`src/rtl/cafe_order_scheduler.sv`:
```
// cafe_order_scheduler: shares one coffee machine between N_REQ order sources.
// Latches requests as pending orders, grants one, pulses mach_start, follows the
// machine state code until it returns to IDLE_CODE, then pulses done to the winner.
// A watchdog aborts a brew that does not complete within TIMEOUT cycles.
// Optional build macro: SCHED_FIXED_PRIO_EN selects fixed lowest-index priority
// instead of round-robin arbitration.
module cafe_order_scheduler #(
  parameter int unsigned N_REQ     = 4,
  parameter logic [3:0]  IDLE_CODE = 4'd1,
  parameter int unsigned TIMEOUT   = 64
) (
  input  logic             clk,
  input  logic             rst,
  input  logic [N_REQ-1:0] req,
  input  logic             clr_err,
  input  logic [3:0]       mach_state,
  output logic             mach_start,
  output logic [N_REQ-1:0] grant,
  output logic [N_REQ-1:0] done,
  output logic [N_REQ-1:0] pending,
  output logic             busy,
  output logic             timeout_err,
  output logic [2:0]       err_id
);

  localparam int unsigned   IW      = (N_REQ > 1) ? $clog2(N_REQ) : 1;
  localparam int unsigned   WW      = $clog2(TIMEOUT + 1);
  localparam logic [WW-1:0] WD_LAST = WW'(TIMEOUT - 1);

  typedef enum logic [2:0] {
    ST_IDLE,
    ST_START,
    ST_WAIT_LEAVE,
    ST_WAIT_DONE,
    ST_DONE,
    ST_ABORT
  } state_t;

  state_t           state_q, state_d;
  logic [N_REQ-1:0] grant_q, grant_d;
  logic [N_REQ-1:0] pending_q, pending_d;
  logic [N_REQ-1:0] pick;
  logic [N_REQ-1:0] clr_mask;
  logic [WW-1:0]    wd_q, wd_d;
  logic             timeout_err_q, timeout_err_d;
  logic [2:0]       err_id_q, err_id_d;
  logic [IW-1:0]    gidx;
  logic             found;

  // Binary index of the currently granted source.
  always_comb begin
    gidx = '0;
    for (int unsigned i = 0; i < N_REQ; i++) begin
      if (grant_q[i]) gidx = IW'(i);
    end
  end

`ifdef SCHED_FIXED_PRIO_EN
  // Fixed priority: lowest pending index wins.
  always_comb begin
    pick  = '0;
    found = 1'b0;
    for (int unsigned i = 0; i < N_REQ; i++) begin
      if (!found && pending_q[i]) begin
        pick[i] = 1'b1;
        found   = 1'b1;
      end
    end
  end
`else
  logic [IW-1:0] ptr_q, ptr_d;
  logic [IW-1:0] idx;

  // Round-robin: first pending source after the last one served, wrapping.
  always_comb begin
    pick  = '0;
    found = 1'b0;
    idx   = '0;
    for (int unsigned k = 1; k <= N_REQ; k++) begin
      idx = IW'((32'(ptr_q) + k) % N_REQ);
      if (!found && pending_q[idx]) begin
        pick[idx] = 1'b1;
        found     = 1'b1;
      end
    end
  end

  // Pointer moves to the served source once its order finishes or aborts.
  always_comb begin
    ptr_d = ptr_q;
    if (state_q == ST_DONE || state_q == ST_ABORT) ptr_d = gidx;
  end

  // Round-robin pointer register; reset value makes source 0 win first.
  always_ff @(posedge clk) begin
    if (rst) ptr_q <= IW'(N_REQ - 1);
    else     ptr_q <= ptr_d;
  end
`endif

  // Next-state logic for the brew sequencer, watchdog, error flag and pending set.
  always_comb begin
    state_d       = state_q;
    grant_d       = grant_q;
    wd_d          = wd_q;
    timeout_err_d = clr_err ? 1'b0 : timeout_err_q;
    err_id_d      = clr_err ? 3'd0 : err_id_q;
    clr_mask      = '0;
    case (state_q)
      ST_IDLE: begin
        if (|pending_q) begin
          state_d = ST_START;
          grant_d = pick;
        end
      end
      ST_START: begin
        wd_d    = '0;
        state_d = ST_WAIT_LEAVE;
      end
      ST_WAIT_LEAVE, ST_WAIT_DONE: begin
        wd_d = wd_q + 1'b1;
        // Watchdog expiry takes precedence over machine progress on the same cycle.
        if (wd_q == WD_LAST) begin
          state_d       = ST_ABORT;
          timeout_err_d = 1'b1;
          err_id_d      = 3'(gidx);
        end else if (state_q == ST_WAIT_LEAVE && mach_state != IDLE_CODE) begin
          state_d = ST_WAIT_DONE;
        end else if (state_q == ST_WAIT_DONE && mach_state == IDLE_CODE) begin
          state_d = ST_DONE;
        end
      end
      ST_DONE, ST_ABORT: begin
        clr_mask = grant_q;
        grant_d  = '0;
        state_d  = ST_IDLE;
      end
      default: state_d = ST_IDLE;
    endcase
    // A new request on the clearing edge re-queues the order.
    pending_d = (pending_q & ~clr_mask) | req;
  end

  // State and datapath registers.
  always_ff @(posedge clk) begin
    if (rst) begin
      state_q       <= ST_IDLE;
      grant_q       <= '0;
      pending_q     <= '0;
      wd_q          <= '0;
      timeout_err_q <= 1'b0;
      err_id_q      <= 3'd0;
    end else begin
      state_q       <= state_d;
      grant_q       <= grant_d;
      pending_q     <= pending_d;
      wd_q          <= wd_d;
      timeout_err_q <= timeout_err_d;
      err_id_q      <= err_id_d;
    end
  end

  assign mach_start  = (state_q == ST_START);
  assign grant       = grant_q;
  assign done        = (state_q == ST_DONE) ? grant_q : '0;
  assign pending     = pending_q;
  assign busy        = (state_q != ST_IDLE);
  assign timeout_err = timeout_err_q;
  assign err_id      = err_id_q;

endmodule

```
`config.mk`:
```
export PLATFORM = sky130hd
export DESIGN_NAME = cafe_order_scheduler
export DESIGN_NICKNAME = d
export VERILOG_FILES = /design/src/rtl/cafe_order_scheduler.sv
export SDC_FILE = /design/constraint.sdc
export NUM_CORES = 1
export LEC_CHECK = 0
export ABC_AREA = 0
export BUFFER_PORTS_ARGS = -buffer_cell sky130_fd_sc_hd__buf_2
export CAP_MARGIN = 20
export CORE_MARGIN = 10
export CORE_UTILIZATION = 41
export CTS_BUF_LIST = sky130_fd_sc_hd__clkbuf_2
export CTS_CLUSTER_DIAMETER = 50
export DETAILED_ROUTE_END_ITERATION = 10
export HOLD_SLACK_MARGIN = 0.03
export MAX_ROUTING_LAYER = met4
export SYNTH_ARGS = -nofsm -noshare
export SYNTH_HDL_FRONTEND = slang
export SYNTH_SLANG_ARGS = --single-unit
```
`constraint.sdc`:
```
create_clock -name clk -period 3.6 [get_ports clk]
set_input_delay 0.9 -clock clk [delete_from_list [all_inputs] [get_ports clk]]
set_output_delay 0.9 -clock clk [all_outputs]
set_load 0.01 [all_outputs]
```
==> impl_metrics.env, run 1 <==
export IMPL_status="finished clean"
export IMPL_grt_met1_usage=0.154
export IMPL_relSlewSlack=0.572
export IMPL_finalHoldViolCount=0
export IMPL_worstSetupPathDepth=6
export IMPL_busiest_layer="met2"
export IMPL_yosys_area_share_simple=0.298
export IMPL_critPathArrivalTime_ps=2770
export IMPL_synth_compound_area_frac=0.191
export IMPL_clock_skew_ps=13.8
export IMPL_io_pins=29
export IMPL_synth_most_common_cell="nor2_1"
export IMPL_cts_buffer_depth=2
export IMPL_rows=21
export IMPL_final_cell_count_no_fill=241
export IMPL_worst_endpoint_required_ps=3870
export IMPL_drt_iter0_drc=105
export IMPL_synth_top_flop_cell="dfxtp_1"
export IMPL_gr_usage_all_layers=0.114
export IMPL_grt_max_degree=20
export IMPL_final_antenna_net_count=0
export IMPL_hold_depth=2
export IMPL_crit_path_start_kind="flop"
export IMPL_initial_core_util=0.426
export IMPL_max_freq_ghz=0.401
export IMPL_ys_async_sr_fraction=0
export IMPL_worstSkewPairLatency_ps=350
export IMPL_synth_top_family_by_area="simple AND/OR/NAND/NOR gates"
export IMPL_totalWireLength_mm=3.66
export IMPL_firstDrtPassIters=4
export IMPL_antenna_found_initial=0
export IMPL_drive_gt1_frac=0.210
export IMPL_grt_pass1_wl_mm=5.79
export IMPL_yosys_area_top_type="dfxtp_1"
export IMPL_setup_viol=0
export IMPL_final_net_count=216
export IMPL_cts_tree="done"
export IMPL_synth_commonest_cells="nor2_1, dfxtp_1, nand2_1"
export IMPL_synth_top_area_frac=0.338
export IMPL_use_met3=0.0439
export IMPL_power_leakage_uw=0.000642
export IMPL_worst_pin_slew_ps=636
export IMPL_h_tree_depth=1
export IMPL_yosys_register_bits=24
export IMPL_postCtsSetupBuffers=0
export IMPL_synth_cell_types=38
export IMPL_dieArea_mm2=0.00622
export IMPL_grt_pass1_vias=1243
export IMPL_period_share=0.693
export IMPL_crit_path_max_incr_delay_ps=570
export IMPL_switchingPower_uw=150
export IMPL_root_buffer="clkbuf_2"
export IMPL_synth_area_leaders="dfxtp_1, ha_1, nor2_1, nand2_1, a21oi_1"
export IMPL_p_clk_frac=0.221
export IMPL_switching_share=0.309
export IMPL_core_mm2=0.00334
export IMPL_die_w_um=78.9
export IMPL_area_delta_synth_final_pct=12.6
export IMPL_setup_tns_ps=0
export IMPL_synth_cell_area_mm2=0.00142
export IMPL_power_internal_uw=336
export IMPL_crit_slowest_cell="dfxtp_1"
export IMPL_drc=0
export IMPL_muxShareOfSynthArea=0.0564
export IMPL_cts_hold_fix_buffers=0
export IMPL_cts_sinks=24
export IMPL_startpoint="ptr_q[0]$_SDFFE_PP1N_"
export IMPL_vias=1387
export IMPL_max_cap_viol_count=0
export IMPL_path_delay_family="compound AO/OA/AOI/OAI gates"
export IMPL_r2r_start="ptr_q[0]$_SDFFE_PP1N_"
export IMPL_grt_met2_usage=0.159
export IMPL_rsz0062_at_grt="false"
export IMPL_gp_congestion=0.779
export IMPL_pwr_share_comb=0.167
export IMPL_path_clk_slew_ps=240
export IMPL_postSynthAreaPerCell_um2=8.30
export IMPL_synth_seq_area_share=0.338
export IMPL_final_util=0.479
export IMPL_die_height_um=78.9
export IMPL_synth_adder_area_share=0.0793
export IMPL_dp_hpwl_mm=2.79
export IMPL_grt_ovfl_total=0
export IMPL_criticalPathCategory="reg2reg"
export IMPL_synth_edf_count=0
export IMPL_p_per_area_mw_per_mm2=304
export IMPL_fin_crit_ps=2490
export IMPL_port_buffers=28
export IMPL_crit_fanout=9
export IMPL_synth_xor_area_frac=0
export IMPL_cts_resized=0
export IMPL_routedWlPerCell_um=15.2
export IMPL_hold_path_class="reg2reg"
export IMPL_cp_num_buf_inv=1
export IMPL_reg2reg_depth=6
export IMPL_dpl_cell_count=237
export IMPL_syn_inst=171
export IMPL_pwr_share_seq=0.612
export IMPL_ir_worst_vdd_uv=256
export IMPL_cp_end_kind="flop"
export IMPL_slew_viol_final=0
export IMPL_ys_warn_count=0
export IMPL_n_antenna_cell=0
export IMPL_hold_start="timeout_err$_SDFF_PP0_"
export IMPL_cp_cell_sequence="inv_1 -> ha_1 -> or3b_2 -> a311oi_4 -> a221oi_1 -> o221ai_1"
export IMPL_holdWs_ps=485
export IMPL_cts_inserted_buffers=3
export IMPL_via_per_inst=5.76
export IMPL_synth_nets=191
==> power groups by stage <==
stage	registers, uW	logic (uW)	clock network, uW
floorplan	294	61.6	0
global route	301	89.7	125
detailed placement	303	80.4	0
finish	298	81.3	107
CTS	298	81.1	112
global placement	302	79.4	0
==> cell families (layout without fill, tap and decap cells) <==
group                    Yosys count  after routing
adder cells (fa/ha/maj)            9              9
flip-flops                        24             24
AO/OA/AOI/OAI                     38             38
multiplexers                       5              5
buffers and inverters             12             36
AND/OR/NAND/NOR                   83             83
==> worst register-to-register path, stage by stage (launching register included) <==
cell	delay [ps]
dfxtp_1	570
inv_1	250
ha_1	410
or3b_2	490
a311oi_4	350
a221oi_1	140
o221ai_1	210
==> area by class of cell <==
cell class              count  area (um^2)
clock buffers               3         15.0
clock inverters             1         3.75
fillers                   349         1740
inverters                   4         15.0
multi-input cells         135          887
flip-flops and latches     24          480
well taps                  46         57.6
repair buffers             28          140
==> per-stage QoR <==
step	cell area [um^2]	power [uW]	setup slack (ps)
final	1600	487	1110
after floorplan	1420	355	1410
after global routing	1600	515	928
after detailed placement	1580	384	1180
after CTS	1600	491	1120
after global placement	1580	382	1280
==> flip-flops by register name, summed over array words and instances, names as in the netlist <==
name,cells
state_q,3
ptr_q,2
timeout_err,1
err_id,3
wd_q,7
pending,4
grant,4
==> layer usage <==
layer | vias up | wire [um] | part of all wire
met3 | 2 | 306 | 0.084
met2 | 55 | 1490 | 0.41
met4 | 0 | 19 | 0.0052
li1 | 674 | - | -
met5 | - | 0 | 0
met1 | 656 | 1840 | 0.50
==> path summary, 6_finish.rpt <==
check | slack, ps | to
max | 1110 | grant[3]$_SDFFE_PP0P_
min | 490 | timeout_err$_SDFF_PP0_
max reg2reg | 1110 | grant[3]$_SDFFE_PP0P_
min reg2reg | 490 | timeout_err$_SDFF_PP0_
==> cell usage in the layout, fill, tap and decap left out, types with 2 or more instances in the layout <==
cell type,n
nor4_1,3
nor3b_1,5
inv_1,4
nand2_1,21
o21ai_0,4
nand3_1,3
a21oi_1,14
a221oi_1,4
o221ai_1,5
and3_1,2
or2_2,2
a22oi_1,3
o22ai_1,2
nor2b_1,2
nand2b_1,2
o211ai_1,2
nor2_1,25
nor4b_1,3
nand3b_1,4
buf_2,28
mux2_2,2
dfxtp_1,24
ha_1,9
clkbuf_2,3
nor3_1,5
(Power assumes the default switching activity.)
==> run 2: changes to the inputs <==
Clock period 3.6 ns to 2 ns, I/O delays scaled along.
==> run 2 against run 1 <==
  * Clock power is 84% higher
  * First-iteration DRC count is 22% higher
  * Critical path type unchanged
  * Register-to-register slack worse by 1100 ps
  * Worst hold slack worse by 150 ps
  * Critical path depth stayed put
  * Largest power group unchanged
  * Highest routed layer unchanged
  * Critical endpoint is now grant[2]$_SDFFE_PP0P_
==> impl_metrics.env, run 2 (synthesis gave the netlist of run 1 again) <==
export IMPL_port_buffers=28
export IMPL_totalWireLength_mm=3.89
export IMPL_top_register="wd_q"
export IMPL_grt_pass1_wl_mm=6.31
export IMPL_path_clk_slew_ps=250
export IMPL_rrSetupSlack_ps=30
export IMPL_area_delta_synth_final_pct=20.9
export IMPL_cts_tree="done"
export IMPL_largest_register_ffs=7
export IMPL_grt_pass1_vias=1331
export IMPL_cp_cell_sequence="inv_1 -> ha_4 -> or3b_2 -> a311oi_4 -> a221oi_1 -> o221ai_1"
export IMPL_final_antenna_net_count=0
export IMPL_finalHoldViolCount=0
export IMPL_final_net_count=227
export IMPL_routedWlPerCell_um=15.4
export IMPL_grt_max_degree=19
export IMPL_period_share=0.986
export IMPL_rows=21
export IMPL_ir_worst_vdd_uv=255
export IMPL_hold_path_class="in2reg"
export IMPL_crit_path_start_kind="flop"
export IMPL_crit_slowest_cell="or3b_2"
export IMPL_path_delay_family="compound AO/OA/AOI/OAI gates"
export IMPL_die_w_um=78.9
export IMPL_worstSetupPathDepth=6
export IMPL_power_leakage_uw=0.000697
export IMPL_max_cap_viol_count=0
export IMPL_io_pins=29
export IMPL_antenna_found_initial=0
export IMPL_worstSkewPairLatency_ps=340
export IMPL_gp_congestion=0.803
export IMPL_drive_gt1_frac=0.296
export IMPL_core_mm2=0.00334
export IMPL_critPathArrivalTime_ps=2260
export IMPL_h_tree_depth=1
export IMPL_cts_inserted_buffers=3
export IMPL_finalPower_uw=901
export IMPL_status="finished clean"
export IMPL_holdWs_ps=332
export IMPL_cp_end_kind="flop"
export IMPL_fillers=341
export IMPL_dieArea_mm2=0.00622
export IMPL_criticalPathCategory="reg2reg"
export IMPL_dp_hpwl_mm=2.90
export IMPL_n_antenna_cell=0
export IMPL_cts_hold_fix_buffers=0
export IMPL_final_cell_mix="buf_2, nor2_1, nand2_1"
export IMPL_relSlewSlack=0.681
export IMPL_crit_fanout=5
export IMPL_crit_path_max_incr_delay_ps=480
export IMPL_drt_iter0_drc=128
export IMPL_die_height_um=78.9
export IMPL_hold_depth=2
export IMPL_rsz0062_at_grt="true"
export IMPL_reg2reg_depth=6
export IMPL_setup_tns_ps=0
export IMPL_grt_ovfl_total=0
export IMPL_cp_num_buf_inv=1
export IMPL_drc=0
export IMPL_worst_pin_slew_ps=474
export IMPL_root_buffer="clkbuf_2"
export IMPL_gr_usage_all_layers=0.124
export IMPL_setup_viol=0
export IMPL_cts_buffer_depth=2
export IMPL_clock_skew_ps=19.9
export IMPL_max_freq_ghz=0.507
export IMPL_fin_crit_ps=1970
export IMPL_preCtsSetupSlack_ps=41.4
export IMPL_slew_viol_final=0
export IMPL_vias=1407
export IMPL_setup_slack_ps=28.4
export IMPL_dpl_cell_area_mm2=0.00164
export IMPL_firstDrtPassIters=4
export IMPL_p_per_area_mw_per_mm2=525
export IMPL_via_per_inst=5.58
export IMPL_cts_sinks=24
export IMPL_layout_commonest_cell="buf_2"
export IMPL_stdcell_area_mm2=0.00172
export IMPL_initial_core_util=0.426
export IMPL_worst_endpoint_required_ps=2290
[run 2: cell count changes in the layout (fill, tap and decap cells not counted), sizes merged]
cell,previous run,this run
buf,28,39
[run 2: through the flow]
step                 util  std cells
floorplan               -        171
CTS                 0.498        249
global route        0.514        252
global placement    0.492        245
detailed placement  0.492        245
finish              0.514        252
[run 2: report_power, final]
part           switching [uW]  total (uW)  internal [uW]  leakage (uW)
registers                33.3         530            497      0.000196
clock network             153         197           43.5     0.0000140
logic                    94.2         174           80.0      0.000487
[run 2: final timing paths]
path,start,to
worst max register to register,ptr_q[1]$_SDFFE_PP1N_,grant[2]$_SDFFE_PP0P_
worst min-delay path,clr_err,err_id[2]$_SDFF_PP0_
worst max-delay path,ptr_q[1]$_SDFFE_PP1N_,grant[2]$_SDFFE_PP0P_
worst min register to register,timeout_err$_SDFF_PP0_,timeout_err$_SDFF_PP0_
[run 2: timing repair]
item                                    4_1_cts  5_1_grt
setup buffers                                 0        3
gates resized for setup                       1        7
endpoints found under the setup margin        5        7
pin swaps                                     1        2
[run 2: routing by layer]
metal	wire length, um	up-vias	track usage
met5	0	-	-
met4	14	0	0.0358
met3	317	2	0.0349
met2	1700	57	0.179
met1	1860	654	0.163
li1	-	694	-
[run 2: layout make-up]
cell class,instances,area (um^2),area share
clock buffers,3,15.0,0.00875
clock inverters,1,3.75,0.00219
inverters,4,15.0,0.00875
multi-input cells,135,912,0.531
flip-flops and latches,24,490,0.286
well taps,46,57.6,0.0335
repair buffers,39,223,0.130
